<file path="config.mk">
export PLATFORM = sky130hd
export DESIGN_NAME = z80_uart_rx_fifo
export DESIGN_NICKNAME = d
export VERILOG_FILES = /design/src/rtl/z80_uart_pkg.sv /design/src/rtl/z80_uart_rx_fifo_sync_fifo.sv /design/src/rtl/z80_uart_rx_fifo.sv
export SDC_FILE = /design/constraint.sdc
export NUM_CORES = 1
export LEC_CHECK = 0
export ABC_AREA = 1
export CAP_MARGIN = 10
export CORE_ASPECT_RATIO = 0.8
export CORE_UTILIZATION = 30
export DETAILED_ROUTE_END_ITERATION = 8
export PLACE_DENSITY_LB_ADDON = 0.12
export SYNTH_ARGS = -nofsm -noshare
export SYNTH_HDL_FRONTEND = slang
export SYNTH_HIERARCHICAL = 1
export SYNTH_SLANG_ARGS = --single-unit
export TNS_END_PERCENT = 5
</file>
<file path="constraint.sdc">
create_clock -name clk -period 2.3 [get_ports clk]
set_input_delay 0.345 -clock clk [delete_from_list [all_inputs] [get_ports clk]]
set_output_delay 0.345 -clock clk [all_outputs]
set_load 0.005 [all_outputs]
</file>
<file path="src/rtl/z80_uart_pkg.sv">
// Shared definitions for the Z80 UART receive path: status register layout,
// bus-cycle state encoding and the count saturation helper.
package z80_uart_pkg;

    // Status byte layout: bit7 = sticky overrun, bits4:0 = saturated fill count
    localparam int STAT_OVR     = 7;
    localparam int STAT_CNT_MSB = 4;

    // Bus cycle tracker: idle, or inside a CPU read waiting for its end
    typedef enum logic {
        RXB_IDLE,
        RXB_RD
    } rxbus_state_t;

    // Clamp a fill count to the 5-bit status field
    function automatic logic [4:0] sat_count5(input int unsigned c);
        logic [31:0] cv;
        cv = c;
        return (cv > 32'd31) ? 5'd31 : cv[4:0];
    endfunction

endpackage

</file>
<file path="src/rtl/z80_uart_rx_fifo_sync_fifo.sv">
// sync_fifo: single-clock FIFO with occupancy count. Push into a full FIFO is
// accepted only when a pop happens in the same cycle; otherwise the write is
// reported on 'drop'. Written generically so the TX buffer can reuse it.
module sync_fifo #(
    parameter int WIDTH = 8,
    parameter int DEPTH = 16
) (
    input  logic                     clk,
    input  logic                     rst_n,
    input  logic                     push,
    input  logic                     pop,
    input  logic [WIDTH-1:0]         wdata,
    output logic [WIDTH-1:0]         rdata,
    output logic [$clog2(DEPTH):0]   count,
    output logic [$clog2(DEPTH):0]   count_next,
    output logic                     full,
    output logic                     empty,
    output logic                     drop
);

    localparam int AW = $clog2(DEPTH);
    localparam int CW = AW + 1;
    localparam logic [CW-1:0] FULL_CNT = CW'(DEPTH);

    logic [WIDTH-1:0] mem_q [DEPTH];
    logic [AW-1:0]    wr_ptr_q, wr_ptr_d;
    logic [AW-1:0]    rd_ptr_q, rd_ptr_d;
    logic [CW-1:0]    count_q, count_d;
    logic             do_push, do_pop;

    // Decide which operations actually happen and compute next pointers/count
    always_comb begin
        do_pop   = pop && (count_q != '0);
        do_push  = push && ((count_q != FULL_CNT) || do_pop);
        wr_ptr_d = wr_ptr_q;
        rd_ptr_d = rd_ptr_q;
        count_d  = count_q;
        if (do_push) begin
            wr_ptr_d = wr_ptr_q + AW'(1);
        end
        if (do_pop) begin
            rd_ptr_d = rd_ptr_q + AW'(1);
        end
        case ({do_push, do_pop})
            2'b10:   count_d = count_q + CW'(1);
            2'b01:   count_d = count_q - CW'(1);
            default: count_d = count_q;
        endcase
    end

    // Pointer and count registers
    always_ff @(posedge clk) begin
        if (!rst_n) begin
            wr_ptr_q <= '0;
            rd_ptr_q <= '0;
            count_q  <= '0;
        end else begin
            wr_ptr_q <= wr_ptr_d;
            rd_ptr_q <= rd_ptr_d;
            count_q  <= count_d;
        end
    end

    // Storage array; contents need no reset since count gates visibility
    always_ff @(posedge clk) begin
        if (do_push) begin
            mem_q[wr_ptr_q] <= wdata;
        end
    end

    assign rdata      = mem_q[rd_ptr_q];
    assign count      = count_q;
    assign count_next = count_d;
    assign full       = (count_q == FULL_CNT);
    assign empty      = (count_q == '0);
    assign drop       = push && !do_push;

endmodule

</file>
<file path="src/rtl/z80_uart_rx_fifo.sv">
// z80_uart_rx_fifo: receive buffer between the UART byte receiver and the Z80
// bus. Data register at addr0=0, status register at addr0=1. A data read of an
// empty FIFO holds mwait low until a byte arrives.
// Optional feature macro: Z80_UART_RXFIFO_IRQ_EN adds the registered irq_n
// output that asserts while the fill level is at or above IRQ_LEVEL.
module z80_uart_rx_fifo
    import z80_uart_pkg::*;
#(
    parameter int DEPTH     = 16,
    parameter int IRQ_LEVEL = 1
) (
    input  logic       clk,
    input  logic       rst_n,
    input  logic       ena,
    input  logic       rdn,
    input  logic       addr0,
    input  logic       rx_valid,
    input  logic [7:0] rx_data,
    output logic [7:0] dslave,
    output logic       mwait,
    output logic       full,
    output logic       empty
`ifdef Z80_UART_RXFIFO_IRQ_EN
    ,
    output logic       irq_n
`endif
);

    localparam int CW = $clog2(DEPTH) + 1;

    rxbus_state_t state_q, state_d;
    logic         sel_q, sel_d;
    logic         overrun_q, overrun_d;
    logic         bus_rd;
    logic         pop_req;
    logic         stat_clr;
    logic [7:0]   fifo_rdata;
    logic [CW-1:0] fifo_count;
    logic [CW-1:0] fifo_count_next;
    logic         fifo_full, fifo_empty, fifo_drop;
    logic [7:0]   status_byte;

    assign bus_rd = ena & ~rdn;

    sync_fifo #(
        .WIDTH (8),
        .DEPTH (DEPTH)
    ) u_fifo (
        .clk        (clk),
        .rst_n      (rst_n),
        .push       (rx_valid),
        .pop        (pop_req),
        .wdata      (rx_data),
        .rdata      (fifo_rdata),
        .count      (fifo_count),
        .count_next (fifo_count_next),
        .full       (fifo_full),
        .empty      (fifo_empty),
        .drop       (fifo_drop)
    );

    // Bus FSM: one commit per CPU read, taken when the read strobe goes away
    always_comb begin
        state_d  = state_q;
        sel_d    = sel_q;
        pop_req  = 1'b0;
        stat_clr = 1'b0;
        case (state_q)
            RXB_IDLE: begin
                if (bus_rd) begin
                    state_d = RXB_RD;
                    sel_d   = addr0;
                end
            end
            RXB_RD: begin
                if (!bus_rd) begin
                    state_d = RXB_IDLE;
                    if (sel_q) begin
                        stat_clr = 1'b1;
                    end else begin
                        pop_req = ~fifo_empty;
                    end
                end
            end
            default: state_d = RXB_IDLE;
        endcase
    end

    // Sticky overrun: a drop in the same cycle as a clear keeps the flag set
    always_comb begin
        overrun_d = overrun_q;
        if (stat_clr) begin
            overrun_d = 1'b0;
        end
        if (fifo_drop) begin
            overrun_d = 1'b1;
        end
    end

    // Bus FSM, latched register select and overrun flag registers
    always_ff @(posedge clk) begin
        if (!rst_n) begin
            state_q   <= RXB_IDLE;
            sel_q     <= 1'b0;
            overrun_q <= 1'b0;
        end else begin
            state_q   <= state_d;
            sel_q     <= sel_d;
            overrun_q <= overrun_d;
        end
    end

    // Status byte assembly
    always_comb begin
        status_byte = '0;
        status_byte[STAT_OVR] = overrun_q;
        status_byte[STAT_CNT_MSB:0] = sat_count5(32'(fifo_count));
    end

    // Read data mux onto the bus
    always_comb begin
        dslave = 8'h00;
        if (bus_rd) begin
            if (addr0) begin
                dslave = status_byte;
            end else if (!fifo_empty) begin
                dslave = fifo_rdata;
            end
        end
    end

    assign mwait = ~(bus_rd & ~addr0 & fifo_empty);
    assign full  = fifo_full;
    assign empty = fifo_empty;

`ifdef Z80_UART_RXFIFO_IRQ_EN
    logic irq_n_q, irq_n_d;

    // Interrupt follows the fill level the FIFO is about to reach
    always_comb begin
        irq_n_d = ~(fifo_count_next >= CW'(IRQ_LEVEL));
    end

    // Registered interrupt line
    always_ff @(posedge clk) begin
        if (!rst_n) begin
            irq_n_q <= 1'b1;
        end else begin
            irq_n_q <= irq_n_d;
        end
    end

    assign irq_n = irq_n_q;
`else
    logic unused_irq;
    assign unused_irq = ^{fifo_count_next, 32'(IRQ_LEVEL)};
`endif

endmodule

</file>
==> impl_metrics.json, run 1 <==
{
  "status": "finished, violations left",
  "violations": "negative setup slack",
  "placed_cells": 881,
  "fin_crit_sh_pct": 108,
  "setup_ws_ns": -0.187,
  "crit_slowest_cell": "dfxtp_4",
  "fin_skew_ns": 0.00980,
  "cp.arrival_ns": 2.14,
  "netlist_area_um2": 6330,
  "cts_max_level": 4,
  "finalSetupViolCount": 8,
  "avgRoutedWirePerCell_um": 18.5,
  "reg2reg_slack_ns": 0.10,
  "worstSetupStartpointType": "register",
  "slew_violations": 0,
  "clk_pin_slew_worst_paths_ns": 0.06,
  "stdcell_count": 941,
  "dieArea_um2": 21700,
  "worst_path_largest_cell_delay_ns": 0.39,
  "drtIter0Drc": 444,
  "hp-class": "register to register",
  "relSlewSlack_pct": 53.4,
  "layout_commonest_cell": "edfxtp_1",
  "period_minus_slack_ns": 2.49,
  "fin_area_um2": 8310,
  "synth_nets": 579,
  "n_antenna_cell": 0,
  "grt_pass1_wl_mm": 26.7,
  "clk_latency_ns": 0.43,
  "tns_ns": -1.13,
  "postPlaceCellArea_um2": 7270,
  "syn_inst": 556,
  "p_leak_nw": 2.99,
  "regArea_um2": 4250,
  "cts_made_buffers": 17,
  "rsz0062_at_grt": "true",
  "reg2reg_to": "u_fifo/count[4]",
  "mostFrequentLayoutCells": "edfxtp_1, nor2_1, buf_4, o21ai_0, nand2_1",
  "wl_mm": 17.4,
  "drive_gt1_share_pct": 26.9,
  "hpwl_mm": 11.2,
  "r2r_start": "u_fifo/count[3]",
  "yosysWarnings": 6,
  "die_w_um": 164,
  "crit_fanout": 7,
  "drv_cap": 0,
  "worst_ep_required_time_ns": 1.96,
  "cts_root_buffer": "clkbuf_16",
  "io_buffers": 24,
  "hold_path_end": "overrun_q",
  "synth.avg_cell_area_um2": 11.4,
  "reg2regPathDepth": 18,
  "rows": 47,
  "n_fill_cell": 2001,
  "drtPass1Iterations": 5,
  "grt_overflow": 0,
  "antenna_found_initial": 0,
  "hold_start": "overrun_q",
  "cts.path.max_buffers": 2,
  "crit_type": "register to primary output",
  "first_global_vias": 4395,
  "tritoncts": "built",
  "path_cells": "buf_4, inv_6, buf_4, nor2_1, o211ai_1, nand3_1, nand2_1, nand3_1, a21oi_1, buf_2",
  "via_count": 4546,
  "hold_path_depth": 2,
  "io_pins": 25,
  "end_kind": "primary output",
  "die_height_um": 132,
  "nNetsFinal": 682,
  "grt_usage_pct": 17.2,
  "max_freq_mhz": 402,
  "place.gp.congestion": 0.777,
  "ant_nets": 0,
  "powerDensity_nw_per_um2": 734,
  "clock-sinks": 148,
  "areaGrowthSynthToFinish_pct": 31.2,
  "coreArea_um2": 20700,
  "grt_max_degree": 42,
  "drc": 0,
  "hold_viol": 0,
  "peakVddDrop_mv": 0.409,
  "multi_input_area_um2": 1900,
  "detail_route.vias_per_cell": 4.83,
  "start_util_pct": 30.6,
  "max_slew.worst_pin.slew_ns": 0.697
}
critical path: cells and delay by family (launching register included):
| family | cells | cell delay (ns) |
|---|---|---|
| buf+inv | 4 | 0.51 |
| compound gates | 2 | 0.42 |
| simple gates | 4 | 0.41 |
| flops | 1 | 0.39 |
layer usage:
metal / wire length [µm] / share of wire, % / vias to the layer above / track usage [%]
li1: - / - / 2186 / -
met1: 8780 / 50 / 2239 / 26.1
met2: 7660 / 44 / 108 / 24.3
met3: 791 / 4.5 / 13 / 3.62
met4: 181 / 1.0 / 0 / 5.40
met5: 0 / 0 / - / 0
flip-flops by register name (all words and copies together), names as in the netlist, named ones only:
name,flops
u_fifo/mem_q,128
u_fifo/count,5
u_fifo/rd_ptr_q,4
u_fifo/wr_ptr_q,4
overrun_q,1
sel_q,1
state_q,1
power breakdown:
group | internal [W] | switching (W) | leakage (nW) | total, W
Clock | 0.00149 | 0.00113 | 0.263 | 0.00262
Sequential | 0.00296 | 0.0000218 | 1.32 | 0.00298
Combinational | 0.000209 | 0.000293 | 1.41 | 0.000502
Total | 0.00466 | 0.00144 | 2.99 | 0.00610
how the worst max path moves through the flow:
stage               startpoint               to  slack (ns)  cells after the start
6_report              register        dslave[3]       -0.19                     10
5_1_grt               register        dslave[7]       -0.29                     11
4_1_cts               register        dslave[4]       -0.19                     10
3_5_place_dp               ena  u_fifo/count[4]       -0.18                     18
3_3_place_gp               rdn  u_fifo/count[4]       -0.16                     17
2_1_floorplan  u_fifo/count[0]  u_fifo/count[4]       0.006                     17
cell type report:
| cell class | instances | area share, % |
|---|---|---|
| clock inverters | 15 | 1.58 |
| inverters | 33 | 1.67 |
| repair buffers | 108 | 13.4 |
| flip-flops and latches | 148 | 51.2 |
| well taps | 269 | 4.05 |
| clock buffers | 17 | 5.12 |
| multi-input cells | 350 | 22.9 |
| repair inverters | 1 | 0.105 |
through the flow:
stage	utilization, %	worst slack [ns]	hold slack [ns]	total power (W)
global route	40.1	-0.292	0.498	0.00635
CTS	39.9	-0.192	0.478	0.00616
floorplan	-	0.00608	0.444	0.00324
global placement	35.1	-0.159	0.463	0.00347
detailed placement	35.1	-0.175	0.467	0.00347
finish	40.1	-0.187	0.475	0.00610
timing repair:
item | CTS | global route
endpoints found under the setup margin | 8 | 18
buffers inserted | 23 | 2
pin swaps | 43 | 30
hold buffers | 0 | 0
endpoints found under the hold margin | 0 | 0
gates cloned | 8 | 0
resized for setup | 86 | 21
(Power assumes the default switching activity.)
==> run 2: changes to the inputs <==
--- a/config.mk
+++ b/config.mk
@@ -9,6 +9,7 @@
 export CAP_MARGIN = 10
 export CORE_ASPECT_RATIO = 0.8
 export CORE_UTILIZATION = 30
+export CTS_CLUSTER_DIAMETER = 40
 export DETAILED_ROUTE_END_ITERATION = 8
 export PLACE_DENSITY_LB_ADDON = 0.12
 export SYNTH_ARGS = -nofsm -noshare
==> results of run 2 <==
The final DEF is identical to that of run 1; final timing and power are the same.
==> run 3: changes to the inputs <==
==> constraint.sdc (replaced) <==
create_clock -name clk -period 2.06 [get_ports clk]
set_input_delay 0.309 -clock clk [delete_from_list [all_inputs] [get_ports clk]]
set_output_delay 0.309 -clock clk [all_outputs]
set_load 0.005 [all_outputs]
==> run 3 against run 2 <==
The run still ends with negative setup slack left. Sequential cell count is the same. Sequential power grew 12%. Global-route usage shrank 0.47 points. Utilization shrank 0.40 points. Routed wire length shrank 1.7%. Worst hold slack gained 0.010 ns. Non-clock buffer count shrank 5. Setup slack lost 0.27 ns. Die area is the same. Final cell count shrank 0.64%. Total power grew 14%. Critical path type unchanged. Critical endpoint is now dslave[4].
==> impl_metrics.json, run 3 (synthesis results as in run 1) <==
{
  "start_util_pct": 30.6,
  "fin_skew_ns": 0.00880,
  "path_cells": "buf_6, buf_12, o21ai_0, o211ai_1, nand3_1, nand2_2, nand3_1, a21oi_1, clkdlybuf4s15_2",
  "n_antenna_cell": 0,
  "drc": 0,
  "multi_input_area_um2": 1880,
  "dpl_worst_slack_ns": -0.431,
  "wl_mm": 17.1,
  "grt_usage_pct": 16.7,
  "cts_made_buffers": 17,
  "clk_pin_slew_worst_paths_ns": 0.06,
  "cts_max_level": 4,
  "coreArea_um2": 20700,
  "io_pins": 25,
  "first_global_vias": 4425,
  "crit_top_cell": "nand3_1",
  "stdcell_count": 935,
  "cp.arrival_ns": 2.21,
  "grt_pass1_wl_mm": 26.2,
  "grt_overflow": 0,
  "crit_fanout": 16,
  "relSlewSlack_pct": 53.0,
  "violations": "negative setup slack",
  "nNetsFinal": 676,
  "die_w_um": 164,
  "finalSetupViolCount": 8,
  "worstSetupStartpointType": "register",
  "max_slew.worst_pin.slew_ns": 0.703,
  "dieArea_um2": 21700,
  "worst_path_largest_cell_delay_ns": 0.41,
  "largest_reg_flops": 128,
  "drv_cap": 0,
  "crit_type": "register to primary output",
  "fin_crit_sh_pct": 122,
  "detail_route.vias_per_cell": 4.81,
  "io_buffers": 24,
  "reg2regPathDepth": 17,
  "r2r_start": "u_fifo/count[3]",
  "hold_viol": 0,
  "placed_cells": 884,
  "end_kind": "primary output",
  "max_freq_mhz": 398,
  "setup_ws_ns": -0.454,
  "rows": 47,
  "reg2reg_to": "u_fifo/count[4]",
  "via_count": 4501,
  "tritoncts": "built",
  "n_fill_cell": 2012,
  "die_height_um": 132,
  "period_minus_slack_ns": 2.51,
  "worstSetupEndpoint": "dslave[4]",
  "cts_root_buffer": "clkbuf_16",
  "crit_slowest_cell": "dfxtp_4",
  "drtPass1Iterations": 5,
  "areaGrowthSynthToFinish_pct": 29.9,
  "p_leak_nw": 2.96,
  "rsz0062_at_grt": "true",
  "worst_ep_required_time_ns": 1.75,
  "clk_latency_ns": 0.42,
  "cts.path.max_buffers": 2,
  "ant_nets": 0,
  "clock-sinks": 148,
  "slew_violations": 0,
  "reg2reg_slack_ns": 0.10,
  "status": "finished, violations left",
  "powerDensity_nw_per_um2": 844,
  "antenna_found_initial": 0,
  "avgRoutedWirePerCell_um": 18.3,
  "regArea_um2": 4250,
  "mostFrequentLayoutCells": "edfxtp_1, nor2_1, buf_4, o21ai_0, nand2_1",
  "drtIter0Drc": 307,
  "place.gp.congestion": 0.801,
  "grt_max_degree": 28,
  "hpwl_mm": 11.1,
  "drive_gt1_share_pct": 25.4,
  "top_register": "u_fifo/mem_q",
  "peakVddDrop_mv": 0.538,
  "layout_commonest_cell": "edfxtp_1",
  "hp-class": "register to register"
}
==> run 3: changes by cell type in the layout (fill, tap and decap cells not counted), moves of 3 or more <==
| cell | previous run | this run |
|---|---|---|
| nand2_1 | 38 | 41 |
| nand2_2 | 8 | 5 |
| o21ai_2 | 8 | 1 |
| o21ai_0 | 41 | 55 |
| o21ai_1 | 30 | 23 |
| buf_16 | 6 | 2 |
==> run 3: critical path: cells and delay by family (launching register included) <==
family | cells | cell delay [ns]
AOI/OAI and AO/OA | 3 | 0.56
buffers and inverters | 3 | 0.47
DFF | 1 | 0.41
and+or+nand+nor | 3 | 0.33
==> run 3: area by class of cell <==
type | instances | area share [%]
Timing Repair Buffer | 103 | 12.6
Clock buffer | 17 | 5.17
Clock inverter | 15 | 1.89
Sequential cell | 148 | 51.7
Multi-Input combinational cell | 350 | 22.9
Tap cell | 269 | 4.09
Inverter | 33 | 1.69
==> run 3: routing by layer <==
metal  vias up  track usage (%)  wire length [µm]
met2       109             23.9              7290
met1      2215             25.0              8750
met5         -                0                 0
met4         0             4.94               242
met3        16             3.96               832
li1       2161                -                 -
==> run 3: through the flow <==
step	setup TNS (ns)	instance area (µm²)	hold WS, ns	total power [W]	utilization (%)
after floorplan	0	6350	0.408	0.00362	-
after global placement	-44.05	7320	0.467	0.00389	35.3
after detailed placement	-46.00	7320	0.466	0.00389	35.3
after CTS	-3.51	8210	0.478	0.00702	39.7
after global routing	-4.52	8220	0.503	0.00718	39.7
final	-3.32	8220	0.485	0.00694	39.7
==> run 3: what timing repair did <==
action	in CTS	in global routing
pin swaps	33	12
resized for setup	69	6
setup buffers	15	0
endpoints found under the setup margin	11	67
hold buffers	0	0
cloned	4	0
==> run 3: worst min path at each step <==
stage | startpoint | end | slack, ns | cells past startpoint
after CTS | overrun_q | overrun_q | 0.48 | 2
after detailed placement | overrun_q | overrun_q | 0.47 | 2
after global placement | overrun_q | overrun_q | 0.47 | 2
after global routing | overrun_q | overrun_q | 0.50 | 2
final | overrun_q | overrun_q | 0.48 | 2
after floorplan | rx_data[0] | u_fifo/mem_q[0][0] | 0.41 | 0
==> run 3: where the power goes <==
| group | switching, W | total, W | internal, W |
|---|---|---|---|
| Clock | 0.00128 | 0.00306 | 0.00179 |
| Sequential | 0.0000251 | 0.00333 | 0.00330 |
| Combinational | 0.000322 | 0.000550 | 0.000228 |
